==> config.mk <==
export PLATFORM = sky130hd
export DESIGN_NAME = fetch_unit
export DESIGN_NICKNAME = d
export VERILOG_FILES = /design/src/rtl/fetch_unit.sv
export SDC_FILE = /design/constraint.sdc
export NUM_CORES = 1
export LEC_CHECK = 0
export BUFFER_PORTS_ARGS = -buffer_cell sky130_fd_sc_hd__buf_4
export CAP_MARGIN = 20
export CORE_MARGIN = 2
export CORE_UTILIZATION = 50
export CTS_CLUSTER_SIZE = 16
export DETAILED_ROUTE_END_ITERATION = 8
export PLACE_DENSITY = 0.76
export SYNTH_ARGS = -nofsm -noshare
export SYNTH_HDL_FRONTEND = slang
export SYNTH_SLANG_ARGS = --single-unit
export TNS_END_PERCENT = 50
==> constraint.sdc <==
create_clock -name clk -period 9.6 [get_ports clk]
set_clock_uncertainty 0.15 [all_clocks]
set_input_delay 0.96 -clock clk [delete_from_list [all_inputs] [get_ports clk]]
set_output_delay 0.96 -clock clk [all_outputs]
set_load 0.01 [all_outputs]
==> src/rtl/fetch_unit.sv <==
// rtl/fetch_unit.sv - instruction fetch unit with a small in-order instruction buffer
//
// Purpose:
//   Fetches 16-bit instruction words from a combinational instruction memory,
//   one per cycle, into a DEPTH-entry FIFO and presents the head entry to
//   decode with its byte address and address + 2. A redirect flushes the
//   buffer and restarts fetching at the target.
//
// Parameters:
//   DEPTH     number of buffer entries (1..4)
//   RESET_PC  byte address fetched first after reset (bit 0 ignored)
//
// Optional feature:
//   FETCH_HALT_DETECT_EN  when defined, a fetched word with opcode
//                         bits [15:11] == 5'b00000 is a HALT: it is still
//                         delivered, but fetching stops until a redirect or
//                         reset. When undefined, halted is tied to 0.
//
// Ports:
//   clk             in   clock, rising edge
//   rst             in   asynchronous active-low reset
//   imem_addr       out  [15:0] byte address to instruction memory (current PC)
//   imem_en         out  read enable, high only in a fetching cycle
//   imem_rdata      in   [15:0] instruction word for imem_addr, same cycle
//   redirect_valid  in   one-cycle branch/jump redirect request
//   redirect_pc     in   [15:0] redirect target byte address
//   inst_valid      out  buffer head holds a valid instruction
//   inst_ready      in   decode accepts the head this cycle
//   inst_out        out  [15:0] head instruction (0 when empty)
//   pc_out          out  [15:0] byte address of inst_out (0 when empty)
//   pc_plus2_out    out  [15:0] pc_out + 2 modulo 2^16 (0 when empty)
//   halted          out  fetching stopped on a HALT instruction

module fetch_unit #(
  parameter int          DEPTH    = 2,
  parameter logic [15:0] RESET_PC = 16'h0000
) (
  input  logic        clk,
  input  logic        rst,
  output logic [15:0] imem_addr,
  output logic        imem_en,
  input  logic [15:0] imem_rdata,
  input  logic        redirect_valid,
  input  logic [15:0] redirect_pc,
  output logic        inst_valid,
  input  logic        inst_ready,
  output logic [15:0] inst_out,
  output logic [15:0] pc_out,
  output logic [15:0] pc_plus2_out,
  output logic        halted
);

  localparam int          PTR_W   = (DEPTH > 1) ? $clog2(DEPTH) : 1;
  localparam logic [2:0]  DEPTH_C = 3'(DEPTH);
  localparam logic [PTR_W-1:0] LAST_PTR = PTR_W'(DEPTH - 1);

  logic [15:0]      r_pc;
  logic [2:0]       r_count;
  logic [PTR_W-1:0] r_head;
  logic [PTR_W-1:0] r_tail;
  logic [15:0]      r_buf_inst [DEPTH];
  logic [15:0]      r_buf_pc   [DEPTH];

  logic [15:0] w_pc;
  logic        w_not_empty;
  logic        w_not_full;
  logic        w_pop;
  logic        w_push;
  logic        w_halted;
  logic        w_is_halt;

  function automatic logic [PTR_W-1:0] next_ptr(input logic [PTR_W-1:0] p);
    if (p == LAST_PTR) begin
      return '0;
    end
    return p + PTR_W'(1);
  endfunction

  assign w_pc        = r_pc & 16'hFFFE;
  assign w_not_empty = (r_count != 3'd0);
  assign w_not_full  = (r_count < DEPTH_C);

  // A redirect kills both the pop and the push of its cycle. Gating with rst
  // keeps imem_en low for the whole time reset is held, not just after an edge.
  assign w_pop  = w_not_empty & inst_ready & ~redirect_valid;
  assign w_push = rst & ~w_halted & ~redirect_valid & (w_not_full | w_pop);

`ifdef FETCH_HALT_DETECT_EN
  logic r_halted;

  assign w_is_halt = (imem_rdata[15:11] == 5'b00000);

  always_ff @(posedge clk or negedge rst) begin
    if (!rst) begin
      r_halted <= 1'b0;
    end else if (redirect_valid) begin
      r_halted <= 1'b0;
    end else if (w_push && w_is_halt) begin
      r_halted <= 1'b1;
    end
  end

  assign w_halted = r_halted;
`else
  assign w_is_halt = 1'b0;
  assign w_halted  = 1'b0;
`endif

  // PC: a HALT is pushed but the PC stays on it so a later redirect/reset is
  // the only way forward.
  always_ff @(posedge clk or negedge rst) begin
    if (!rst) begin
      r_pc <= RESET_PC & 16'hFFFE;
    end else if (redirect_valid) begin
      r_pc <= redirect_pc & 16'hFFFE;
    end else if (w_push && !w_is_halt) begin
      r_pc <= w_pc + 16'd2;
    end
  end

  // Occupancy and pointers. When full with a simultaneous pop and push, head
  // and tail coincide; the head is read combinationally before the write lands.
  always_ff @(posedge clk or negedge rst) begin
    if (!rst) begin
      r_count <= 3'd0;
      r_head  <= '0;
      r_tail  <= '0;
    end else if (redirect_valid) begin
      r_count <= 3'd0;
      r_head  <= '0;
      r_tail  <= '0;
    end else begin
      if (w_push) begin
        r_tail <= next_ptr(r_tail);
      end
      if (w_pop) begin
        r_head <= next_ptr(r_head);
      end
      case ({w_push, w_pop})
        2'b10:   r_count <= r_count + 3'd1;
        2'b01:   r_count <= r_count - 3'd1;
        default: r_count <= r_count;
      endcase
    end
  end

  // Payload storage needs no reset: entries are only visible through count.
  always_ff @(posedge clk) begin
    if (w_push) begin
      r_buf_inst[r_tail] <= imem_rdata;
      r_buf_pc[r_tail]   <= w_pc;
    end
  end

  assign imem_addr    = w_pc;
  assign imem_en      = w_push;
  assign inst_valid   = w_not_empty;
  assign inst_out     = w_not_empty ? r_buf_inst[r_head] : 16'h0000;
  assign pc_out       = w_not_empty ? r_buf_pc[r_head] : 16'h0000;
  assign pc_plus2_out = w_not_empty ? (r_buf_pc[r_head] + 16'd2) : 16'h0000;
  assign halted       = w_halted;

endmodule

==> results.cfg, run 1 <==
[placed_design]
numPortBuffers = 97
globalplace.congestion = 0.7598
hpwl_mm = 5.755

[setup_path]
path_max_fanout = 26
path_class = reg2out
critPathArrivalTime_ns = 2.82
end_kind = output port
cp-start-kind = flop
required_ns = 8.49

[die]
die_w_um = 93.84
dieArea_mm2 = 0.008805
io_pins = 103
die_h_um = 93.84
start_util_pct = 51.95
coreArea_mm2 = 0.007767
rows = 32

[synthesis]
synth_top_family_by_area = simple AND/OR/NAND/NOR gates
synth_fa_ha_area_share_pct = 1.116
yosys.area_share.simple_pct = 17.12
synthMuxAreaShare_pct = 10.17
syn_area_mm2 = 0.004035
ys_ff_latch = 82
syn_inst = 330
synth-edff-count = 62
synth.avg_cell_area_um2 = 12.23
synth-compound-area-share_pct = 6.667
ys_seq_area_share_pct = 58.54
synth_xor_area_share_pct = 3.256
yosysUniqueCellTypes = 54
ys_warn_count = 0
async_flop_share_pct = 24.39
synth-main-ff-cell = edfxtp_1

[route]
drc = 0
ant_nets = 0
drt_iter0_drc = 91
vias = 2822
first_pass_iters = 4
routed_wl_mm = 8.215
wl_per_cell_um = 15.38
via_per_inst = 5.285

[timing]
drv_slew = 0
min_period_ns = 3.927
rsz0062_at_grt = false
tns_ns = 0
fmax_ghz = 0.2547
final-setup-viol-count = 0
hold_viol = 0
worst_slew_margin_rel_pct = 56.34
finalCritPeriodShare_pct = 40.90
tightest_slew_ns = 0.6549

[cts]
cts_tree = built
cts-root-buf = clkbuf_8
cts_sinks = 82
clk_pin_slew_ns = 0.08
cts_buffer_depth = 2
numCtsBuffers = 9
htreeDepth = 3
ctsHoldBuffers = 0
post_cts_resized = 0
clk-insertion-delay-late_ns = 0.35
post_cts_buffers = 0

[run_status]
outcome = finished clean

[global_routing]
grt_pass1_wl_mm = 13.21
grt_pass1_vias = 2703
track_usage_pct = 19.62
grt_antenna_before_repair = 0
grt_max_degree = 47
gr-total-overflow = 0

[power_and_ir_drop]
vdd_ir_drop_max_mv = 0.1185
power.density_mw_per_mm2 = 227.5
p_leak_nw = 1.969

[min_path]
min_path_type = in2async

[job]
cap_violations = 0

[cells_and_area]
diodes = 0
final_nets = 466
drive_above_1_share_pct = 30.79
syn_to_final_growth_pct = 24.53
post-route-util_pct = 64.69
worst paths after layout:
path	slack (ns)	to	depth (start not counted)	startpoint
max	5.67	pc_plus2_out[13]	7	r_head
min	0.35	r_pc[7]	1	rst
max reg2reg	6.84	r_count[2]	8	r_count[0]
min reg2reg	0.40	r_buf_pc[0][14]	0	r_pc[15]
max in group asynchronous	8.68	r_head	1	rst
min in group clk	0.40	r_buf_pc[0][14]	0	r_pc[15]
power breakdown:
part / switching [W] / total (W) / internal (W)
clock: 0.000121 / 0.000215 / 0.0000940
sequential: 0.0000449 / 0.000467 / 0.000422
combinational: 0.000238 / 0.000461 / 0.000224
registers in the layout (all words and copies together) (netlist names):
signal,count
r_buf_inst,32
r_buf_pc,30
r_pc,15
r_count,3
r_head,1
r_tail,1
per-stage QoR:
step	cell area [um^2]	power (W)	hold WS, ns	setup slack [ns]	std cells
after global placement	4825	0.0009227	0.3596	5.635	516
final	5025	0.001143	0.3488	5.673	534
after CTS	5005	0.001147	0.3494	5.231	533
after detailed placement	4836	0.0009362	0.3727	5.618	517
after floorplan	4046	0.0007361	0.3691	5.435	333
after global routing	5025	0.001212	0.3690	5.524	534
metal layers:
layer	routed length (um)	track usage [%]
met1	3573	25.97
met5	0	0
met2	4213	32.50
met3	297	2.247
met4	129	9.058
cell families (layout without fill, tap and decap cells):
family,count (synthesis),count (layout)
AND/OR/NAND/NOR,128,128
flip-flops,82,82
multiplexers,40,40
AO/OA/AOI/OAI,39,39
buffers and inverters,22,121
XOR/XNOR,15,15
adder cells (fa/ha/maj),3,3
other,1,4
Yosys cell counts (2+ instances only):
master	count	area [um^2]
edfxtp_1	62	1862
o31ai_1	2	15.01
nor4_2	3	37.54
nor2b_1	6	37.54
dfrtp_1	20	500.5
buf_4	4	30.03
nand2_1	22	82.58
nor4b_1	3	26.28
xor2_1	6	52.55
nand4_1	2	12.51
o21a_1	2	15.01
nand3_1	9	45.04
inv_1	3	11.26
o21ai_0	13	65.06
o31a_1	4	35.03
buf_1	4	15.01
ha_1	2	25.02
nor3_1	15	75.07
mux2i_1	32	320.3
nand3b_1	3	22.52
nor2_1	42	157.7
buf_2	5	25.02
a22oi_1	3	22.52
nor4_1	5	31.28
and2_1	7	43.79
clkbuf_1	4	15.01
mux2_2	6	67.56
xnor2_1	9	78.83
and3_1	2	12.51
mux2_1	2	22.52
a21oi_1	5	25.02
cells in the final DEF (no fill, tap or decap), types with 3 or more instances in the layout:
master      n
buf_4     100
edfxtp_1   62
nor2_1     42
mux2i_1    32
nand2_1    22
dfrtp_1    19
nor3_1     13
o21ai_0    13
nand3_1     9
xnor2_1     9
clkbuf_8    9
and2_1      7
mux2_2      6
nor2b_1     6
xor2_1      6
nor4_1      5
a21oi_1     5
o31a_1      4
conb_1      4
inv_1       3
nand3b_1    3
a22oi_1     3
nor4_2      3
nor4b_1     3
critical path, cell delays in order, from the launching register on:
cell     delay (ns)
dfrtp_2        0.74
mux2_2         0.30
ha_1           0.23
inv_1          0.07
a221o_2        0.40
nor4b_4        0.24
mux2_1         0.35
buf_4          0.15
cell type report:
type | instances | area (um^2)
Fill cell | 591 | 2743
Sequential cell | 82 | 2364
Multi-Input combinational cell | 229 | 1572
Timing Repair Buffer | 102 | 782.0
Clock buffer | 10 | 127.6
Tap cell | 102 | 127.6
Clock inverter | 6 | 41.29
Inverter | 3 | 11.26
(Power assumes the default switching activity.)
==> run 2: changes to the inputs <==
- CORE_UTILIZATION: 50 -> 48
- clock period: 9.6 -> 3.2 ns (I/O delays scaled with it)
==> results.cfg, run 2 (same netlist as run 1, synthesis figures left out) <==
[placed_design]
numPlacedInstances = 522
placed_area_mm2 = 0.004857
numPortBuffers = 97
hpwl_mm = 5.776
globalplace.congestion = 0.8418
place_ws_ns = 0.5016

[route]
wl_per_cell_um = 15.61
drc = 0
ant_nets = 0
drt_iter0_drc = 125
first_pass_iters = 4
routed_wl_mm = 8.663
vias = 2914
via_per_inst = 5.250

[die]
start_util_pct = 49.36
coreArea_mm2 = 0.008175
io_pins = 103
dieArea_mm2 = 0.009156
die_h_um = 95.69
die_w_um = 95.69
rows = 33

[global_routing]
grt_pass1_vias = 2725
track_usage_pct = 19.79
gr-total-overflow = 0
grt_pass1_wl_mm = 13.54
grt_antenna_before_repair = 0
grt_max_degree = 44

[cts]
cts_sinks = 82
clk_pin_slew_ns = 0.08
numCtsBuffers = 9
cts_tree = built
cts_buffer_depth = 2
htreeDepth = 3
cts-root-buf = clkbuf_8
clk-insertion-delay-late_ns = 0.35

[cells_and_area]
largest_register = r_buf_inst
layout_commonest_cell = buf_4
layout.cells.most_common_list = buf_4 (103), edfxtp_1 (62), nor2_1 (42), mux2i_1 (32), nand2_1 (22)
diodes = 0
final_nets = 484
largest_register_ffs = 32
reg_top3 = r_buf_inst: 32 flops, r_buf_pc: 30 flops, r_pc: 15 flops
final_area_mm2 = 0.005200
fin_cells = 555
syn_to_final_growth_pct = 28.87
drive_above_1_share_pct = 30.00

[timing]
tightest_slew_ns = 0.6739
final-setup-viol-count = 0
timing.final.ws_setup_ns = 0.1315
rsz0062_at_grt = false
finalCritPeriodShare_pct = 95.89
min_period_ns = 3.068
fmax_ghz = 0.3259
drv_slew = 0
worst_slew_margin_rel_pct = 55.08
tns_ns = 0
hold_viol = 0

[setup_path]
path_max_fanout = 15
r2r_start = r_count[0]
path_class = reg2out
startpoint = r_head
r2r_cells = 7
critPathArrivalTime_ns = 2.60
r2r_end = r_count[2]
cp-start-kind = flop
required_ns = 2.73
end_kind = output port
crit_end = pc_plus2_out[15]
r2r_slack_ns = 0.95

[power_and_ir_drop]
vdd_ir_drop_max_mv = 0.3912
p_sw_w = 0.001218
p_comb_share_pct = 41.2
power.density_mw_per_mm2 = 665.7
p_leak_nw = 2.039
p_seq_share_pct = 39.9
sw_frac_of_total_pct = 35.17
power_w = 0.003462
clockPowerShare_pct = 18.9
cell_internal_pwr_w = 0.002244

[min_path]
min_path_type = in2reg

[run_status]
outcome = finished clean

[job]
cap_violations = 0
==> run 2: changes by cell type in the layout (fill, tap and decap cells not counted), moves of 2 or more <==
cell / previous run / this run
dlygate4sd3_1: 0 / 17
buf_4: 100 / 103
clkinv_4: 2 / 0
clkinvlp_4: 1 / 3
==> run 2: per-stage QoR <==
| stage | utilization, % | hold WS (ns) |
|---|---|---|
| final | 63.61 | 0.03034 |
| after global routing | 63.61 | 0.02784 |
| after CTS | 63.61 | 0.01571 |
| after detailed placement | 59.41 | 0.08789 |
| after global placement | 59.41 | 0.08705 |
| after floorplan | - | -0.1256 |
==> run 2: timing repair <==
| action | CTS | global route |
|---|---|---|
| endpoints found under the hold margin | 52 | 0 |
| buffers inserted | 0 | 0 |
| resized for setup | 0 | 0 |
| hold buffers | 17 | 0 |
==> run 2: layout make-up <==
cell class,count,area [um^2]
multi-input combinational,229,1578
timing repair buffer,120,943.4
sequential,82,2364
clock inverter,5,31.28
tap,105,131.4
clock buffer,11,141.4
fill,646,2975
inverter,3,11.26
==> run 2: power by group through the flow <==
stage | Clock, W | Combinational [W] | Sequential, W
after global placement | 0 | 0.00139 | 0.00139
final | 0.000655 | 0.00143 | 0.00138
after global routing | 0.000716 | 0.00156 | 0.00140
after floorplan | 0 | 0.000843 | 0.00137
after detailed placement | 0 | 0.00141 | 0.00140
after CTS | 0.000669 | 0.00144 | 0.00138
==> run 2: metal layers <==
metal	wire length (um)	global-route usage, %	share of wire, %	vias up
met2	4321	32.46	50	81
met3	327	3.874	3.8	12
li1	-	-	-	1438
met1	3871	26.10	45	1383
met4	143	7.500	1.7	0
met5	0	0	0	-
==> run 2: worst max-delay path, stage by stage, from the launching register on <==
cell and delay, ns:
dfrtp_2 0.52, mux2_2 0.29, ha_1 0.23, inv_1 0.07
a221o_2 0.40, nor4_2 0.24, mux2_1 0.36, buf_4 0.15
==> run 2: worst min path at each step <==
stage / startpoint / end / slack, ns / cells after the start
floorplan: rst / r_count[0] / -0.13 / 0
global placement: rst / r_pc[7] / 0.09 / 1
detailed placement: rst / r_pc[7] / 0.09 / 1
CTS: redirect_pc[7] / r_pc[7] / 0.02 / 3
global route: redirect_pc[14] / r_pc[14] / 0.03 / 3
finish: redirect_pc[1] / r_pc[1] / 0.03 / 3
